<file path="src/rtl/mesi_isc_cpu_port_if.sv">
// Purpose: signal bundle between a CPU port of the MESI intersection controller,
//          its CPU/cache side and the controller's main and coherence buses.
// Modports:
//   master - CPU/cache and controller side: drives requests, mbus ack, cbus
//            commands and snoop completion; observes everything the port drives.
//   slave  - the CPU port block itself.
// Signals:
//   req_valid_i/req_type_i/req_addr_i/req_ready_o - CPU request handshake
//   done_o                                        - request completion pulse
//   mbus_cmd_o/mbus_addr_o/mbus_ack_i             - main bus
//   cbus_cmd_i/cbus_addr_i/cbus_ack_o             - coherence bus
//   snoop_valid_o/snoop_wr_o/snoop_addr_o/snoop_ready_i - snoop to the cache
//   err_o                                         - sticky protocol error
interface mesi_isc_cpu_port_if #(
    parameter int unsigned ADDR_WIDTH     = 32,
    parameter int unsigned MBUS_CMD_WIDTH = 3,
    parameter int unsigned CBUS_CMD_WIDTH = 3
);
    logic                      req_valid_i;
    logic [1:0]                req_type_i;
    logic [ADDR_WIDTH-1:0]     req_addr_i;
    logic                      req_ready_o;
    logic                      done_o;
    logic [MBUS_CMD_WIDTH-1:0] mbus_cmd_o;
    logic [ADDR_WIDTH-1:0]     mbus_addr_o;
    logic                      mbus_ack_i;
    logic [CBUS_CMD_WIDTH-1:0] cbus_cmd_i;
    logic [ADDR_WIDTH-1:0]     cbus_addr_i;
    logic                      cbus_ack_o;
    logic                      snoop_valid_o;
    logic                      snoop_wr_o;
    logic [ADDR_WIDTH-1:0]     snoop_addr_o;
    logic                      snoop_ready_i;
    logic                      err_o;

    modport master (
        output req_valid_i, req_type_i, req_addr_i, mbus_ack_i,
               cbus_cmd_i, cbus_addr_i, snoop_ready_i,
        input  req_ready_o, done_o, mbus_cmd_o, mbus_addr_o, cbus_ack_o,
               snoop_valid_o, snoop_wr_o, snoop_addr_o, err_o
    );

    modport slave (
        input  req_valid_i, req_type_i, req_addr_i, mbus_ack_i,
               cbus_cmd_i, cbus_addr_i, snoop_ready_i,
        output req_ready_o, done_o, mbus_cmd_o, mbus_addr_o, cbus_ack_o,
               snoop_valid_o, snoop_wr_o, snoop_addr_o, err_o
    );
endinterface

</file>
<file path="src/rtl/mesi_isc_cpu_port.sv">
// Purpose: one CPU port of a MESI intersection controller. A request FSM issues
//          the CPU request on the main bus and waits for the matching enable on
//          the coherence bus; a snoop FSM forwards coherence snoops to the cache
//          and acknowledges every coherence command exactly once.
// Ports:
//   clk - clock, rising edge
//   rst - asynchronous active-high reset
//   bus - mesi_isc_cpu_port_if.slave (request, mbus, cbus, snoop, err)
// Build option:
//   MESI_ISC_CPU_PORT_TIMEOUT_EN - adds a 16-bit WAIT_EN watchdog that gives up
//   after TIMEOUT_CYCLES cycles, flags err_o and returns to IDLE.
module mesi_isc_cpu_port #(
    parameter int unsigned ADDR_WIDTH     = 32,
    parameter int unsigned MBUS_CMD_WIDTH = 3,
    parameter int unsigned CBUS_CMD_WIDTH = 3,
    parameter int unsigned TIMEOUT_CYCLES = 255
) (
    input logic                clk,
    input logic                rst,
    mesi_isc_cpu_port_if.slave bus
);

    localparam logic [MBUS_CMD_WIDTH-1:0] MBUS_NOP      = MBUS_CMD_WIDTH'(0);
    localparam logic [CBUS_CMD_WIDTH-1:0] CBUS_WR_SNOOP = CBUS_CMD_WIDTH'(1);
    localparam logic [CBUS_CMD_WIDTH-1:0] CBUS_RD_SNOOP = CBUS_CMD_WIDTH'(2);
    localparam logic [CBUS_CMD_WIDTH-1:0] CBUS_EN_WR    = CBUS_CMD_WIDTH'(3);
    localparam logic [CBUS_CMD_WIDTH-1:0] CBUS_EN_RD    = CBUS_CMD_WIDTH'(4);

    // Reject a watchdog limit the 16-bit counter cannot represent.
    if (TIMEOUT_CYCLES < 1 || TIMEOUT_CYCLES > 65535) begin : g_timeout_range
        $error("mesi_isc_cpu_port: TIMEOUT_CYCLES must be 1..65535");
    end

    typedef enum logic [2:0] {
        IDLE,
        REQ,
        WAIT_EN,
        ACK_EN,
        DONE
    } req_state_t;

    typedef enum logic [1:0] {
        S_IDLE,
        S_CACHE,
        S_ACK,
        S_GUARD
    } snp_state_t;

    req_state_t req_state, req_next;
    snp_state_t snp_state, snp_next;

    logic [1:0]                type_q;
    logic [ADDR_WIDTH-1:0]     addr_q;
    logic                      accept;
    logic                      is_snoop;
    logic                      is_en;
    logic                      en_match;
    logic                      en_take;
    logic                      en_err;
    logic                      snoop_latch;
    logic                      timeout;
    logic                      err_set;
    logic [1:0]                cmd_type;
    logic [MBUS_CMD_WIDTH-1:0] mbus_cmd_d;

`ifdef MESI_ISC_CPU_PORT_TIMEOUT_EN
    localparam int unsigned WAIT_CNT_W = 16;
    logic [WAIT_CNT_W-1:0] wait_cnt;

    // Cycles spent in WAIT_EN; cleared whenever WAIT_EN is left.
    always_ff @(posedge clk or posedge rst) begin
        if (rst) begin
            wait_cnt <= '0;
        end else if (req_state == WAIT_EN && req_next == WAIT_EN) begin
            wait_cnt <= wait_cnt + WAIT_CNT_W'(1);
        end else begin
            wait_cnt <= '0;
        end
    end
`endif

    // Coherence command decode. Type bit 0 set means a read (RD, RD_BROAD).
    always_comb begin
        accept   = bus.req_valid_i && bus.req_ready_o;
        is_snoop = (bus.cbus_cmd_i == CBUS_WR_SNOOP) || (bus.cbus_cmd_i == CBUS_RD_SNOOP);
        is_en    = (bus.cbus_cmd_i == CBUS_EN_WR) || (bus.cbus_cmd_i == CBUS_EN_RD);
        en_match = (req_state == WAIT_EN) && (bus.cbus_addr_i == addr_q) &&
                   (((bus.cbus_cmd_i == CBUS_EN_WR) && !type_q[0]) ||
                    ((bus.cbus_cmd_i == CBUS_EN_RD) &&  type_q[0]));
        // The cbus is only decoded outside the ack and guard cycles.
        en_take  = ((snp_state == S_IDLE) || (snp_state == S_CACHE)) && en_match;
    end

    // Snoop FSM: also owns the single-cycle ack and guard for EN commands.
    always_comb begin
        snp_next    = snp_state;
        en_err      = 1'b0;
        snoop_latch = 1'b0;
        case (snp_state)
            S_IDLE: begin
                if (is_en) begin
                    snp_next = S_ACK;
                    en_err   = !en_match;
                end else if (is_snoop) begin
                    snp_next    = S_CACHE;
                    snoop_latch = 1'b1;
                end
            end
            S_CACHE: begin
                // An EN during an open snoop is a protocol error; the EN wins.
                if (is_en) begin
                    snp_next = S_ACK;
                    en_err   = 1'b1;
                end else if (bus.snoop_ready_i) begin
                    snp_next = S_ACK;
                end
            end
            S_ACK:   snp_next = S_GUARD;
            S_GUARD: snp_next = S_IDLE;
            default: snp_next = S_IDLE;
        endcase
    end

    // Request FSM and next main-bus command.
    always_comb begin
        req_next = req_state;
        timeout  = 1'b0;
        case (req_state)
            IDLE:    if (accept) req_next = REQ;
            REQ:     if (bus.mbus_ack_i) req_next = WAIT_EN;
            WAIT_EN: begin
                if (en_take) begin
                    req_next = ACK_EN;
                end
`ifdef MESI_ISC_CPU_PORT_TIMEOUT_EN
                else if (wait_cnt == WAIT_CNT_W'(TIMEOUT_CYCLES - 1)) begin
                    req_next = IDLE;
                    timeout  = 1'b1;
                end
`endif
            end
            ACK_EN:  req_next = DONE;
            DONE:    req_next = IDLE;
            default: req_next = IDLE;
        endcase

        cmd_type   = accept ? bus.req_type_i : type_q;
        mbus_cmd_d = MBUS_NOP;
        if (req_next == REQ) begin
            mbus_cmd_d = MBUS_CMD_WIDTH'(cmd_type) + MBUS_CMD_WIDTH'(1);
        end
        err_set = en_err || timeout;
    end

    // State registers.
    always_ff @(posedge clk or posedge rst) begin
        if (rst) begin
            req_state <= IDLE;
            snp_state <= S_IDLE;
        end else begin
            req_state <= req_next;
            snp_state <= snp_next;
        end
    end

    // Latched request and registered outputs.
    always_ff @(posedge clk or posedge rst) begin
        if (rst) begin
            type_q            <= '0;
            addr_q            <= '0;
            bus.req_ready_o   <= 1'b0;
            bus.done_o        <= 1'b0;
            bus.mbus_cmd_o    <= MBUS_NOP;
            bus.mbus_addr_o   <= '0;
            bus.cbus_ack_o    <= 1'b0;
            bus.snoop_valid_o <= 1'b0;
            bus.snoop_wr_o    <= 1'b0;
            bus.snoop_addr_o  <= '0;
            bus.err_o         <= 1'b0;
        end else begin
            if (accept) begin
                type_q          <= bus.req_type_i;
                addr_q          <= bus.req_addr_i;
                bus.mbus_addr_o <= bus.req_addr_i;
            end
            if (snoop_latch) begin
                bus.snoop_wr_o   <= (bus.cbus_cmd_i == CBUS_WR_SNOOP);
                bus.snoop_addr_o <= bus.cbus_addr_i;
            end
            bus.req_ready_o   <= (req_next == IDLE);
            bus.done_o        <= (req_next == DONE);
            bus.mbus_cmd_o    <= mbus_cmd_d;
            bus.cbus_ack_o    <= (snp_next == S_ACK) || (req_next == ACK_EN);
            bus.snoop_valid_o <= (snp_next == S_CACHE);
            if (err_set) begin
                bus.err_o <= 1'b1;
            end
        end
    end

endmodule

</file>
<file path="src/flat_wrapper.sv">
// flat-port wrapper written by rule: the top's interface ports become plain ports
module mesi_isc_cpu_port_flat 
#(
    parameter int unsigned ADDR_WIDTH     = 32,
    parameter int unsigned MBUS_CMD_WIDTH = 3,
    parameter int unsigned CBUS_CMD_WIDTH = 3,
    parameter int unsigned TIMEOUT_CYCLES = 255
)
  (clk, rst, bus_req_valid_i, bus_req_type_i, bus_req_addr_i, bus_mbus_ack_i, bus_cbus_cmd_i, bus_cbus_addr_i, bus_snoop_ready_i, bus_req_ready_o, bus_done_o, bus_mbus_cmd_o, bus_mbus_addr_o, bus_cbus_ack_o, bus_snoop_valid_o, bus_snoop_wr_o, bus_snoop_addr_o, bus_err_o);
  mesi_isc_cpu_port_if #(.ADDR_WIDTH(ADDR_WIDTH), .MBUS_CMD_WIDTH(MBUS_CMD_WIDTH), .CBUS_CMD_WIDTH(CBUS_CMD_WIDTH)) bus_i ();
  input logic clk;
  input logic rst;
  input wire logic [$bits(bus_i.req_valid_i)-1:0] bus_req_valid_i;
  input wire logic [$bits(bus_i.req_type_i)-1:0] bus_req_type_i;
  input wire logic [$bits(bus_i.req_addr_i)-1:0] bus_req_addr_i;
  input wire logic [$bits(bus_i.mbus_ack_i)-1:0] bus_mbus_ack_i;
  input wire logic [$bits(bus_i.cbus_cmd_i)-1:0] bus_cbus_cmd_i;
  input wire logic [$bits(bus_i.cbus_addr_i)-1:0] bus_cbus_addr_i;
  input wire logic [$bits(bus_i.snoop_ready_i)-1:0] bus_snoop_ready_i;
  output wire logic [$bits(bus_i.req_ready_o)-1:0] bus_req_ready_o;
  output wire logic [$bits(bus_i.done_o)-1:0] bus_done_o;
  output wire logic [$bits(bus_i.mbus_cmd_o)-1:0] bus_mbus_cmd_o;
  output wire logic [$bits(bus_i.mbus_addr_o)-1:0] bus_mbus_addr_o;
  output wire logic [$bits(bus_i.cbus_ack_o)-1:0] bus_cbus_ack_o;
  output wire logic [$bits(bus_i.snoop_valid_o)-1:0] bus_snoop_valid_o;
  output wire logic [$bits(bus_i.snoop_wr_o)-1:0] bus_snoop_wr_o;
  output wire logic [$bits(bus_i.snoop_addr_o)-1:0] bus_snoop_addr_o;
  output wire logic [$bits(bus_i.err_o)-1:0] bus_err_o;
  assign bus_i.req_valid_i = bus_req_valid_i;
  assign bus_i.req_type_i = bus_req_type_i;
  assign bus_i.req_addr_i = bus_req_addr_i;
  assign bus_i.mbus_ack_i = bus_mbus_ack_i;
  assign bus_i.cbus_cmd_i = bus_cbus_cmd_i;
  assign bus_i.cbus_addr_i = bus_cbus_addr_i;
  assign bus_i.snoop_ready_i = bus_snoop_ready_i;
  assign bus_req_ready_o = bus_i.req_ready_o;
  assign bus_done_o = bus_i.done_o;
  assign bus_mbus_cmd_o = bus_i.mbus_cmd_o;
  assign bus_mbus_addr_o = bus_i.mbus_addr_o;
  assign bus_cbus_ack_o = bus_i.cbus_ack_o;
  assign bus_snoop_valid_o = bus_i.snoop_valid_o;
  assign bus_snoop_wr_o = bus_i.snoop_wr_o;
  assign bus_snoop_addr_o = bus_i.snoop_addr_o;
  assign bus_err_o = bus_i.err_o;
  mesi_isc_cpu_port #(.ADDR_WIDTH(ADDR_WIDTH), .MBUS_CMD_WIDTH(MBUS_CMD_WIDTH), .CBUS_CMD_WIDTH(CBUS_CMD_WIDTH), .TIMEOUT_CYCLES(TIMEOUT_CYCLES)) u_core (.clk(clk), .rst(rst), .bus(bus_i));
endmodule
</file>
<file path="config.mk">
export PLATFORM = sky130hd
export DESIGN_NAME = mesi_isc_cpu_port_flat
export DESIGN_NICKNAME = d
export VERILOG_FILES = /design/src/rtl/mesi_isc_cpu_port_if.sv /design/src/rtl/mesi_isc_cpu_port.sv /design/src/flat_wrapper.sv
export SDC_FILE = /design/constraint.sdc
export NUM_CORES = 1
export LEC_CHECK = 0
export ABC_CLOCK_PERIOD_IN_PS = 3700
export CAP_MARGIN = 10
export CORE_AREA = 2 2 71 124
export DETAILED_ROUTE_END_ITERATION = 8
export DIE_AREA = 0 0 73 126
export HOLD_SLACK_MARGIN = 0.06
export MAX_ROUTING_LAYER = met4
export PLACE_DENSITY_LB_ADDON = 0.15
export SLEW_MARGIN = 0
export SYNTH_ARGS = -nofsm -noshare
export SYNTH_HDL_FRONTEND = slang
export SYNTH_SLANG_ARGS = --single-unit
</file>
<file path="constraint.sdc">
create_clock -name clk -period 3.7 [get_ports clk]
set_input_delay 0.74 -clock clk [delete_from_list [all_inputs] [get_ports clk]]
set_output_delay 0.74 -clock clk [all_outputs]
set_load 0.01 [all_outputs]
</file>
# After elaboration in Yosys (flattened, before gate mapping)
# Cells that the tools add are included.
# W data, S select, Z words.
[totals]
inputBits = 74
regBits = 80
word_cells = 62
out_inout_bits = 73
[classes]
eq_ne = 16
addsub = 1
reduce_logical = 16
mux = 17
[ops]
columns = ["operator", "count"]
rows = [
  ["$eq A32 B32 Y1", 1],
  ["$eq A3 B2 Y1 const B", 5],
  ["$mux W3", 4],
  ["$pmux W3 S4", 1],
  ["$mux W2", 5],
  ["$eq A3 B1 Y1 const B", 3],
  ["$pmux W2 S4", 1],
  ["$eq A2 B2 Y1 const B", 3],
  ["$eq A3 B3 Y1 const B", 2],
  ["$logic_and A1 B1 Y1", 6],
  ["$logic_not A3 Y1", 2],
  ["$logic_or A1 B1 Y1", 5],
  ["$mux W1", 5],
  ["$eq A2 B1 Y1 const B", 2],
  ["$add A2 B1 Y3 const B", 1],
  ["$logic_not A1 Y1", 2],
  ["$logic_not A2 Y1", 1],
  ["$pmux W1 S2", 1],
]

# Depth between registers and ports, before layout
# Gate-level depths: netlist of the first run.
[logic_depth]
ltp_word = 9
depth_mapped = 6
ltp_nobuf = 5

# Least setup slack after synthesis of the first run
# Ideal clock, no wire load.
[synth_timing]
kind = "input -> register"
startpoint = "input bus_req_valid_i"
endpoint = "register u_core.bus.mbus_cmd_o[1]"
cell_stages = 5
n_path_buf = 1
setup_ns = 0.120
t_arrival_ns = 2.043
setup_slack_ns = 1.538
required_time_ns = 3.580
cell_sequence = "nand2_1 > clkbuf_1 > mux2_2 > ha_1 > and3_1"
[synth_between]
elab_cells_between_ends = 7
cone_classes = "add/sub: 1; eq/ne: 1; mux: 4; reduce/logical: 1"
[synth_rtl]
columns = ["element", "line", "rtl"]
rows = [
  ["start, declared", "flat_wrapper.sv:13", "input wire logic [$bits(bus_i.req_valid_i)-1:0] bus_req_valid_i;"],
  ["$logic_and A1 B1 Y1", "mesi_isc_cpu_port.sv:84", "accept = bus.req_valid_i && bus.req_ready_o;"],
  ["$mux W2", "mesi_isc_cpu_port.sv:147", "cmd_type = accept ? bus.req_type_i : type_q;"],
  ["via u_core.cmd_type[1]", "mesi_isc_cpu_port.sv:63", "logic [1:0] cmd_type;"],
  ["$add A2 B1 Y3", "mesi_isc_cpu_port.sv:150", "mbus_cmd_d = MBUS_CMD_WIDTH'(cmd_type) + MBUS_CMD_WIDTH'(1);"],
  ["$mux W3", "mesi_isc_cpu_port.sv:149", "if (req_next == REQ) begin"],
  ["via u_core.mbus_cmd_d[1]", "mesi_isc_cpu_port.sv:64", "logic [MBUS_CMD_WIDTH-1:0] mbus_cmd_d;"],
  ["end signal, assigned", "mesi_isc_cpu_port.sv:192", "bus.mbus_cmd_o <= mbus_cmd_d;"],
  ["end, declared", "mesi_isc_cpu_port_if.sv:46", "output req_ready_o, done_o, mbus_cmd_o, mbus_addr_o, cbus_ack_o,"],
]
# The timed path passes the listed nets, and every way through them passes these cells.
# A chain may end at the register's enable or synchronous reset.

# Final worst setup path of the first run
[layout_timing]
startpoint = "input bus_cbus_cmd_i[1]"
endpoint = "register u_core.req_state[0]"
[layout_between]
elab_chain_cells = 7
elab_cells_between_ends = 9
cone_classes = "eq/ne: 2; mux: 2; reduce/logical: 5"
[layout_lines]
columns = ["element", "line", "rtl"]
rows = [
  ["start, declared", "flat_wrapper.sv:17", "input wire logic [$bits(bus_i.cbus_cmd_i)-1:0] bus_cbus_cmd_i;"],
  ["$eq A3 B2 Y1 / $eq A3 B3 Y1 (equally long branches)", "mesi_isc_cpu_port.sv:88, mesi_isc_cpu_port.sv:89", ""],
  ["$logic_and A1 B1 Y1 (on tied branches)", "mesi_isc_cpu_port.sv:88, mesi_isc_cpu_port.sv:89", ""],
  ["$logic_or A1 B1 Y1 *", "mesi_isc_cpu_port.sv:88", "(((bus.cbus_cmd_i == CBUS_EN_WR) && !type_q[0]) ||"],
  ["$logic_and A1 B1 Y1 *", "mesi_isc_cpu_port.sv:87", "en_match = (req_state == WAIT_EN) && (bus.cbus_addr_i == addr_q) &&"],
  ["$logic_and A1 B1 Y1 *", "mesi_isc_cpu_port.sv:91", "en_take = ((snp_state == S_IDLE) || (snp_state == S_CACHE)) && en_match;"],
  ["$mux W3 *", "mesi_isc_cpu_port.sv:132", "if (en_take) begin"],
  ["$pmux W3 S4 *", "mesi_isc_cpu_port.sv:128", "case (req_state)"],
  ["via u_core.req_next[0]", "mesi_isc_cpu_port.sv:49", "req_state_t req_state, req_next;"],
  ["end signal, assigned", "mesi_isc_cpu_port.sv:161", "req_state <= req_next;"],
  ["end, declared", "mesi_isc_cpu_port.sv:49", ""],
]
# Mark *: on every way through the listed nets, which the timed path passes. The rest lies on a longest branch.

==> results of run 1 <==
==> power groups by stage <==
stage	clock [mW]	sequential (mW)	combinational, mW
final	0.791	1.18	0.920
after global routing	0.854	1.21	0.980
after CTS	0.818	1.18	0.932
after detailed placement	0	1.20	0.929
after global placement	0	1.19	0.921
after floorplan	0	1.28	0.295
==> registers in the layout, indices dropped and copies added (netlist names) <==
name and flops:
u_core.bus.snoop_wr_o 1, u_core.req_state 3, u_core.bus.req_ready_o 1, u_core.addr_q 32
u_core.bus.mbus_cmd_o 3, u_core.bus.err_o 1, u_core.bus.snoop_valid_o 1, u_core.bus.cbus_ack_o 1
u_core.snp_state 2, u_core.bus.done_o 1, u_core.bus.snoop_addr_o 32, u_core.type_q 2
==> synthesized netlist by cell type (all sizes together) <==
cell    count
dfrtp      80
mux2       66
xor2       18
xnor2      15
nand2       7
nor2        7
a21oi       5
buf         5
nand4       5
a31oi       4
inv         4
nor4        4
and3b       3
clkbuf      3
nor3        3
and3        2
nand3       2
nand3b      2
a211oi      1
a21o        1
a311oi      1
and4        1
and4bb      1
ha          1
mux2i       1
nand2b      1
nor3b       1
o21ai       1
o21bai      1
o311ai      1
o31ai       1
==> stage by stage <==
step                std cells   util  worst slack (ns)  total power [mW]  instance area, um2
floorplan                 248      -             0.908              1.58                3460
global placement          482  0.613              1.26              2.11                5030
detailed placement        482  0.613              1.20              2.13                5030
CTS                       498  0.645              1.54              2.93                5290
global route              498  0.645              1.42              3.04                5290
finish                    498  0.645              1.53              2.90                5290
==> layer usage <==
| metal | vias to the layer above | wire length [um] |
|---|---|---|
| li1 | 1191 | - |
| met1 | 1285 | 3060 |
| met2 | 93 | 4710 |
| met3 | 15 | 427 |
| met4 | 0 | 211 |
| met5 | - | 0 |
==> cell type report <==
class	instances	area [um2]	share of cell area
multi-input combinational	156	1390	0.263
clock buffer	16	262	0.0494
sequential	80	2000	0.378
inverter	4	16.3	0.00307
tap	92	115	0.0217
timing repair buffer	150	1500	0.284
==> worst reg2reg max path, cell delays in order, from the launching register on <==
cell and delay [ns]:
dfrtp_1 0.40, xor2_1 0.17, nor4_1 0.49, nand4_1 0.12, and3b_1 0.24, a31oi_1 0.07
==> how the worst max path moves through the flow <==
stage,slack (ns),to,startpoint
5_1_grt,1.42,u_core.req_state[0],bus_cbus_cmd_i[1]
3_3_place_gp,1.26,u_core.req_state[0],bus_cbus_cmd_i[1]
3_5_place_dp,1.20,u_core.req_state[0],bus_cbus_cmd_i[1]
4_1_cts,1.54,u_core.req_state[0],bus_cbus_cmd_i[1]
2_1_floorplan,0.91,u_core.addr_q[0],rst
6_report,1.53,u_core.req_state[0],bus_cbus_cmd_i[1]
==> cells by family (layout without fill, tap and decap cells) <==
kind of cell / after synthesis / after routing / share of synthesized area
flops: 80 / 80 / 0.579
mux: 67 / 67 / 0.218
simple gates: 39 / 39 / 0.0662
xor+xnor: 33 / 33 / 0.0836
compound gates: 16 / 16 / 0.0311
buf+inv: 12 / 170 / 0.0185
fa+ha+maj: 1 / 1 / 0.00362
==> results by stage, run 1 <==
Detailed routing:
- Wires add up to approximately 8.4 mm.
- The detailed-router iteration count before antenna repair is 4.
- Once detail routing completed, the nets flagged for antenna violations numbered 0.
- Dividing the detail-routed wire length by the instance count gives between 15 and 20 um.
- The number of DRC violations after detailed-routing iteration 0 is roughly 110.
- In the routed design, unresolved DRC markers number 0.
- The routed layout has between 2k and 3k vias.
- The average via count per standard cell is about 5.2.

Worst setup path:
- The slowest stage of the critical path belongs to the cell clkdlybuf4s50_1.
- The stage delay of the slowest cell on the critical path is between 0.6 and 0.7 ns.
- The worst register-to-register path has a setup slack of ~2.1 ns.
- The critical path goes through clkdlybuf4s50_1 -> and4bb_1 -> a31oi_1 -> nor4_2 -> nand4_1 -> o31ai_2.
- The depth of the critical timing path with buffers and inverters included is 6.
- The arrival time at the worst endpoint is roughly 2.4 ns.
- The peak fanout along the critical path is 9.
- STA puts the critical path data required time at 3.94 ns.
- The buffering stage count on the worst path with inverters included is 1.
- The endpoint of the worst register-to-register path is u_core.bus.err_o.
- The setup path with the least slack is of type in -> reg.
- The endpoint type of the worst setup path is a flip-flop.
- The worst setup path is launched from an input port.
- The kind of cell with the highest combined delay on the critical path is simple AND/OR/NAND/NOR gates.
- The worst register-to-register path has a depth of 5.
- The worst reg2reg path startpoint is u_core.addr_q[24].

Timing:
- Dividing the final minimum period by the clock period gives 0.587.
- The pin slew with the least headroom to its limit is just over 0.5 ns.
- The normalized max-slew margin is 0.659.
- Adding up every negative setup slack in the final design gives 0 ns.
- Derived from the worst setup path, the maximum achievable clock frequency is 460 MHz.
- The final hold violation count is 0.
- The final setup violation count is 0.
- The final-report max-slew violation count is 0.
- The worst setup skew after layout is approximately 0.003 ns.
- The final worst hold slack is 0.501 ns.
- Counting I/O delays and the setup requirement, the final critical path takes roughly 2.2 ns.
- Setup repair after global routing left no endpoint under its margin.

Power:
- The share of total power dissipated in combinational logic is 0.318.
- Across the VDD grid, the largest voltage drop is between 0.3 and 0.4 mV.
- The leakage component of the power is approximately 2.4 nW.
- The clock share of power is 0.273.
- The switching power share of the total is 0.265.
- The power share of the sequential group is 0.409.
- The internal portion of the total power is approximately 2.1 mW.
- Power spread over the standard cell area amounts to between 500 and 600 mW/mm2.
- The analysis attributes to net switching a power of a little under 0.8 mW.

Yosys:
- The biggest area consumer among synthesized cells is dfrtp_1.
- For this run, the register share of the synthesized area comes to 0.579.
- The synthesized area divided by synthesized cell count is around 14 um2.
- The synthesized netlist occupies a cell area of 0.00346 mm2.
- Synthesis handed over a netlist of about 250 instances.
- The synthesis-stage register bit count is 80.
- The proportion of netlist area held by the largest area contributor is 0.579.
- Yosys attributes the largest share of cell area to dfrtp_1 (58%), mux2_2 (21%), xor2_1 (4.6%).
- For this run, the number of Yosys warnings is 0.
- The count of cell types in the netlist is 32.
- When the netlist entered floorplanning its net count stood at between 300 and 400.

Floorplan:
- The total core area is approximately 0.008 mm2.
- The effective utilization at floorplan is 0.421.
- The number of primary I/O pins is 147.
- From bottom edge to top edge, the die measures ~130 um.
- The number of rows in the core area is 44.
- Measured along the x axis, the die boundary spans roughly 73 um.
- The area enclosed by the die boundary is around 0.009 mm2.

GRT:
- The number of antenna violations at the first check in global routing is 0.
- Entering global routing, the biggest net connects 81 pins.
- The global-route congestion overflow total is 0.
- In the global route stage, met3 resource usage came out at 0.0472.
- The global-route wire length before repair is 13.2 mm.
- The via count of the first global-routing pass came to approximately 2.7k.
- The global-route track usage on met2 is 0.335.
- The most congested layer reported by global routing is met2.
- For met1 alone, demand over resource in global routing was 0.213.
- Across every metal layer, demand over resource in global routing totals 0.197.

Min path:
- The depth of the worst hold-timing path is 1.
- The class of the tightest hold or removal check is reg -> reg.
- The worst hold path terminates at u_core.bus.snoop_addr_o[15].
- The start point of the worst hold path is u_core.bus.snoop_addr_o[15].

Clocking:
- The tree is rooted in a clkbuf_16.
- The post-cts repair resize count is 0.
- The later pin in the worst-skew pair is clocked with a latency of between 0.3 and 0.4 ns.
- After clock tree synthesis, the flow added hold-fix buffers numbering 0.
- The number of setup buffers added after CTS is 0.
- The tree built by TritonCTS fans out to 80 sinks.
- Clock tree synthesis inserted a total of 9 buffers.
- In this run the deepest clock path goes through 2 buffers.
- The H-tree was split into 3 levels.
- After clock tree synthesis, the clock-pin slew on the worst setup and hold paths is 0.06 ns.
- TritonCTS built the clock tree.

Finish:
- The ratio of cells with drive above 1 in the final layout is 0.207.
- The count of inserted antenna diode cells is 0.
- The area growth from synthesis to layout is 53.1%.
- The top cell types in the final layout, fill and taps aside, are clkdlybuf4s50_1 (146), dfrtp_1 (80), mux2_2 (66), xor2_1 (18), xnor2_1 (15).
- After the last flow step, the layout net total stands at 476.
- The leading cell type in the layout, fill and taps excluded is clkdlybuf4s50_1.
- The number of fill cells in the layout is roughly 650.

Run:
- Max-cap violations in this run came to 0.

Placement:
- The count of buffers added on input and output ports is 146.
- The congestion estimate from routability-driven global placement came to between 0.8 and 0.9.
- The placed wire-length estimate after detailed placement is 6.30 mm.

Run status:
- The run finished with clean final reports.
(Power assumes the default switching activity.)
==> run 2: changes to the inputs <==
--- a/config.mk
+++ b/config.mk
@@ -5,11 +5,11 @@
 export SDC_FILE = /design/constraint.sdc
 export NUM_CORES = 1
 export LEC_CHECK = 0
-export ABC_CLOCK_PERIOD_IN_PS = 3700
+export ABC_CLOCK_PERIOD_IN_PS = 1800
 export CAP_MARGIN = 10
-export CORE_AREA = 2 2 71 124
+export CORE_AREA = 2 2 76 132
 export DETAILED_ROUTE_END_ITERATION = 8
-export DIE_AREA = 0 0 73 126
+export DIE_AREA = 0 0 78 134
 export HOLD_SLACK_MARGIN = 0.06
 export MAX_ROUTING_LAYER = met4
 export PLACE_DENSITY_LB_ADDON = 0.15
==> constraint.sdc (replaced) <==
create_clock -name clk -period 1.8 [get_ports clk]
set_input_delay 0.36 -clock clk [delete_from_list [all_inputs] [get_ports clk]]
set_output_delay 0.36 -clock clk [all_outputs]
set_load 0.01 [all_outputs]
==> run 2 against run 1 <==
  * Critical endpoint is now bus_mbus_addr_o[17]
  * Power increased by 120%
  * Largest cell class unchanged
  * Count of clock-buffer cells in the layout decreased by 5
  * First-iteration DRC count decreased by 34%
  * Register-to-register slack got worse by 1.9 ns
  * Combinational power increased by 110%
==> results by stage, run 2 (synthesized netlist as in run 1, its figures left out) <==
Worst setup path:
- The required time of the critical path was 1.44 ns (was 3.94 ns).
- The buffering stage count on the worst path with inverters included was 1 (unchanged).
- The sort of element at the start of the critical path is a flip-flop (was input port).
- The kind of cell with the highest combined delay on the critical path is buffers and inverters (was simple AND/OR/NAND/NOR gates).
- The peak fanout along the critical path came to 3 (was 9).
- Critical-path cell list: clkdlybuf4s50_1 (was clkdlybuf4s50_1 -> and4bb_1 -> a31oi_1 -> nor4_2 -> nand4_1 -> o31ai_2).
- The endpoint of the worst register-to-register path is u_core.req_state[0] (was u_core.bus.err_o).
- The arrival time at the worst endpoint came to 1.32 ns (was 2.41 ns).
- The worst reg2reg path startpoint is u_core.addr_q[20] (was u_core.addr_q[24]).
- The endpoint type of the worst setup path is an output pin (was flip-flop).
- The start-to-end type of the worst setup path is reg -> out (was in -> reg).
- The worst-case register-to-register setup slack is 0.19 ns (was 2.08 ns).
- The cell count of the worst reg-to-reg path was 5 (unchanged).
- The highest-delay cell along the critical path was clkdlybuf4s50_1 (unchanged).
- The depth of the critical timing path with buffers and inverters included is 1 (was 6).
- The stage delay of the slowest cell on the critical path is 0.60 ns (was 0.64 ns).

Clocking:
- The H-tree level count came to 3 (unchanged).
- The number of buffers created by CTS was 9 (unchanged).
- The clock insertion delay at the later pin of the skew report is 0.34 ns (was 0.33 ns).
- The clock tree root buffer cell is clkbuf_16 (unchanged).
- The register clock-pin slew on the reported worst setup and hold paths is 0.06 ns (about the same).
- The TritonCTS sink count is 80 (unchanged).
- The CTS tree is done (unchanged).
- The number of buffers on the longest clock path is 2 (unchanged).

Power:
- The leakage component of the power is 2.46 nW (was 2.36 nW).
- The maximum vdd ir drop is 0.936 mV (was 0.381 mV).
- The total power divided by cell area is 1180 mW/mm2 (was 547 mW/mm2).

Timing:
- The final-report max-slew violation count was 0 (unchanged).
- RSZ-0062 raised after global routing: false (unchanged).
- The sum of negative setup slack came to 0 ns (unchanged).
- In the finished design, the share of the clock period the worst path needs comes to 0.934.
- The normalized max-slew margin is 0.694 (was 0.659).
- The worst path in the final design needs a cycle of approximately 1.7 ns, including I/O delays and setup.
- The final hold violation count is 0 (unchanged).
- The pin slew with the least headroom to its limit was 0.454 ns (was 0.507 ns).
- The post-layout worst setup margin is 0.120 ns (was 1.53 ns).
- The worst setup skew after layout was 0.00550 ns (was 0.00291 ns).
- The fmax is 595 MHz.
- The final setup violation count is 0 (unchanged).
- The final worst hold slack came to 0.498 ns (was 0.501 ns).

GRT:
- The overall global routing resource usage is 0.194 (was 0.197).
- The global-route wire length before repair was 14.8 mm (was 13.2 mm).
- The global-route congestion overflow total is 0 (unchanged).
- The number of antenna violations at the first check in global routing is 0 (unchanged).
- The via count of the first global-routing pass was 2,837 (was 2,719).
- The maximum number of pins on one net before global-route repair was 81 (unchanged).

Finish:
- The number of fill cells in the layout was 824 (was 647).
- The area growth from synthesis to layout is 60.0% (was 53.1%).
- The ratio of cells with drive above 1 in the final layout was 0.243 (was 0.207).
- The count of non-filler cells in the finished layout came to 538 (was 498).
- The count of inserted antenna diode cells came to 0 (unchanged).
- Commonest cells after routing, fill and taps aside: clkdlybuf4s50_1 (146), dfrtp_1 (80), mux2_2 (66), xor2_1 (18), xnor2_1 (15) (unchanged).
- The leading cell type in the layout, fill and taps excluded is clkdlybuf4s50_1 (unchanged).
- Registers with the most flip-flops: u_core.addr_q (32), u_core.bus.snoop_addr_o (32) (unchanged).
- The final layout net count is 486 (was 476).

Detailed routing:
- The routed length per instance is 17.2 um (was 16.9 um).
- The count of vias placed by the detailed router is 2,627 (was 2,584).
- The final wirelength is 9.26 mm (was 8.41 mm).
- The wire length on met1 is 3.33 mm (was 3.06 mm).
- The number of design rule violations left after detail routing is 0 (unchanged).
- The average via count per standard cell came to 4.88 (was 5.19).
- The routed length on met2 is 5.19 mm (was 4.71 mm).
- The post-detailed-route count of antenna-violating nets is 0 (unchanged).
- The met3 wirelength from detailed routing is 422 um (was 427 um).
- The highest routed metal layer is met4 (unchanged).
- The number of DRC violations after detailed-routing iteration 0 is 74 (was 112).
- The detailed-router iteration count before antenna repair is 4 (unchanged).

Run:
- The count of maximum capacitance violations was 0 (unchanged).

Placement:
- The pre-CTS setup slack came to -0.325 ns (was 1.20 ns).
- The count of input and output buffers is 146 (unchanged).
- The cell count after placement is 522 (was 482).
- The placed wire-length estimate after detailed placement is 6.91 mm (was 6.30 mm).
- The routability-driven placement congestion ratio is 0.851 (was 0.846).

Floorplan:
- The effective utilization at floorplan is 0.367 (was 0.421).
- The overall die width is 78 um (was 73 um).
- The total core area is 0.00941 mm2 (was 0.00820 mm2).
- The number of primary I/O pins came to 147 (unchanged).
- The y dimension of the die was 134 um (was 126 um).
- The number of rows in the core area is 47 (was 44).
- The area enclosed by the die boundary was 0.0105 mm2 (was 0.00920 mm2).

Run status:
- Result of the run: completed (unchanged).

Min path:
- The class of the tightest hold or removal check is in -> async (was reg -> reg).
## run 2: worst max-delay path by stage
stage / startpoint / to / slack (ns)
after floorplan: u_core.bus.req_ready_o / u_core.bus.mbus_cmd_o[1] / 0.09
after global placement: bus_cbus_addr_i[24] / u_core.bus.err_o / -0.28
after detailed placement: bus_cbus_cmd_i[1] / u_core.req_state[0] / -0.33
after global routing: bus_cbus_addr_i[20] / u_core.req_state[0] / 0.01
after CTS: bus_cbus_cmd_i[1] / u_core.req_state[0] / 0.03
final: u_core.addr_q[17] / bus_mbus_addr_o[17] / 0.12
## run 2: report_power, final
group	switching [mW]	leakage, nW	internal [mW]
clock	0.713	0.172	1.43
sequential	0.224	1.04	2.21
combinational	0.718	1.26	1.21
## run 2: metrics by stage
| stage | total power [mW] | utilization | cell area, um2 |
|---|---|---|---|
| after floorplan | 3.24 | - | 3460 |
| after global placement | 4.37 | 0.550 | 5170 |
| after detailed placement | 4.41 | 0.550 | 5170 |
| after CTS | 6.58 | 0.587 | 5530 |
| after global routing | 6.80 | 0.588 | 5530 |
| final | 6.50 | 0.588 | 5530 |
## run 2: area by class of cell
class                      instances  area (um2)  share of cell area
sequential                        80        2000               0.362
timing repair buffer             160        1600               0.290
multi-input combinational        156        1400               0.253
clock buffer                      11         253              0.0457
tap                              122         153              0.0276
clock inverter                     5         103              0.0185
inverter                           4        18.8             0.00339
## run 2: per-layer routing
layer,global-route usage,vias up
li1,-,1209
met1,0.201,1298
met2,0.343,99
met3,0.0316,21
met4,0.111,0
met5,-,-
## run 2: repair_timing
| item | CTS | global route |
|---|---|---|
| endpoints found under the setup margin | 0 | 2 |
| hold endpoints to repair | 0 | 0 |
| buffers inserted | 0 | 0 |
| resized for setup | 0 | 1 |
| hold buffers | 0 | 0 |
==> run 3: changes to the inputs <==
--- a/config.mk
+++ b/config.mk
@@ -8,6 +8,7 @@
 export ABC_CLOCK_PERIOD_IN_PS = 1800
 export CAP_MARGIN = 10
 export CORE_AREA = 2 2 76 132
+export CTS_CLUSTER_DIAMETER = 60
 export DETAILED_ROUTE_END_ITERATION = 8
 export DIE_AREA = 0 0 78 134
 export HOLD_SLACK_MARGIN = 0.06
==> results of run 3 <==
Final layout, timing and power as in run 2 (identical DEF).
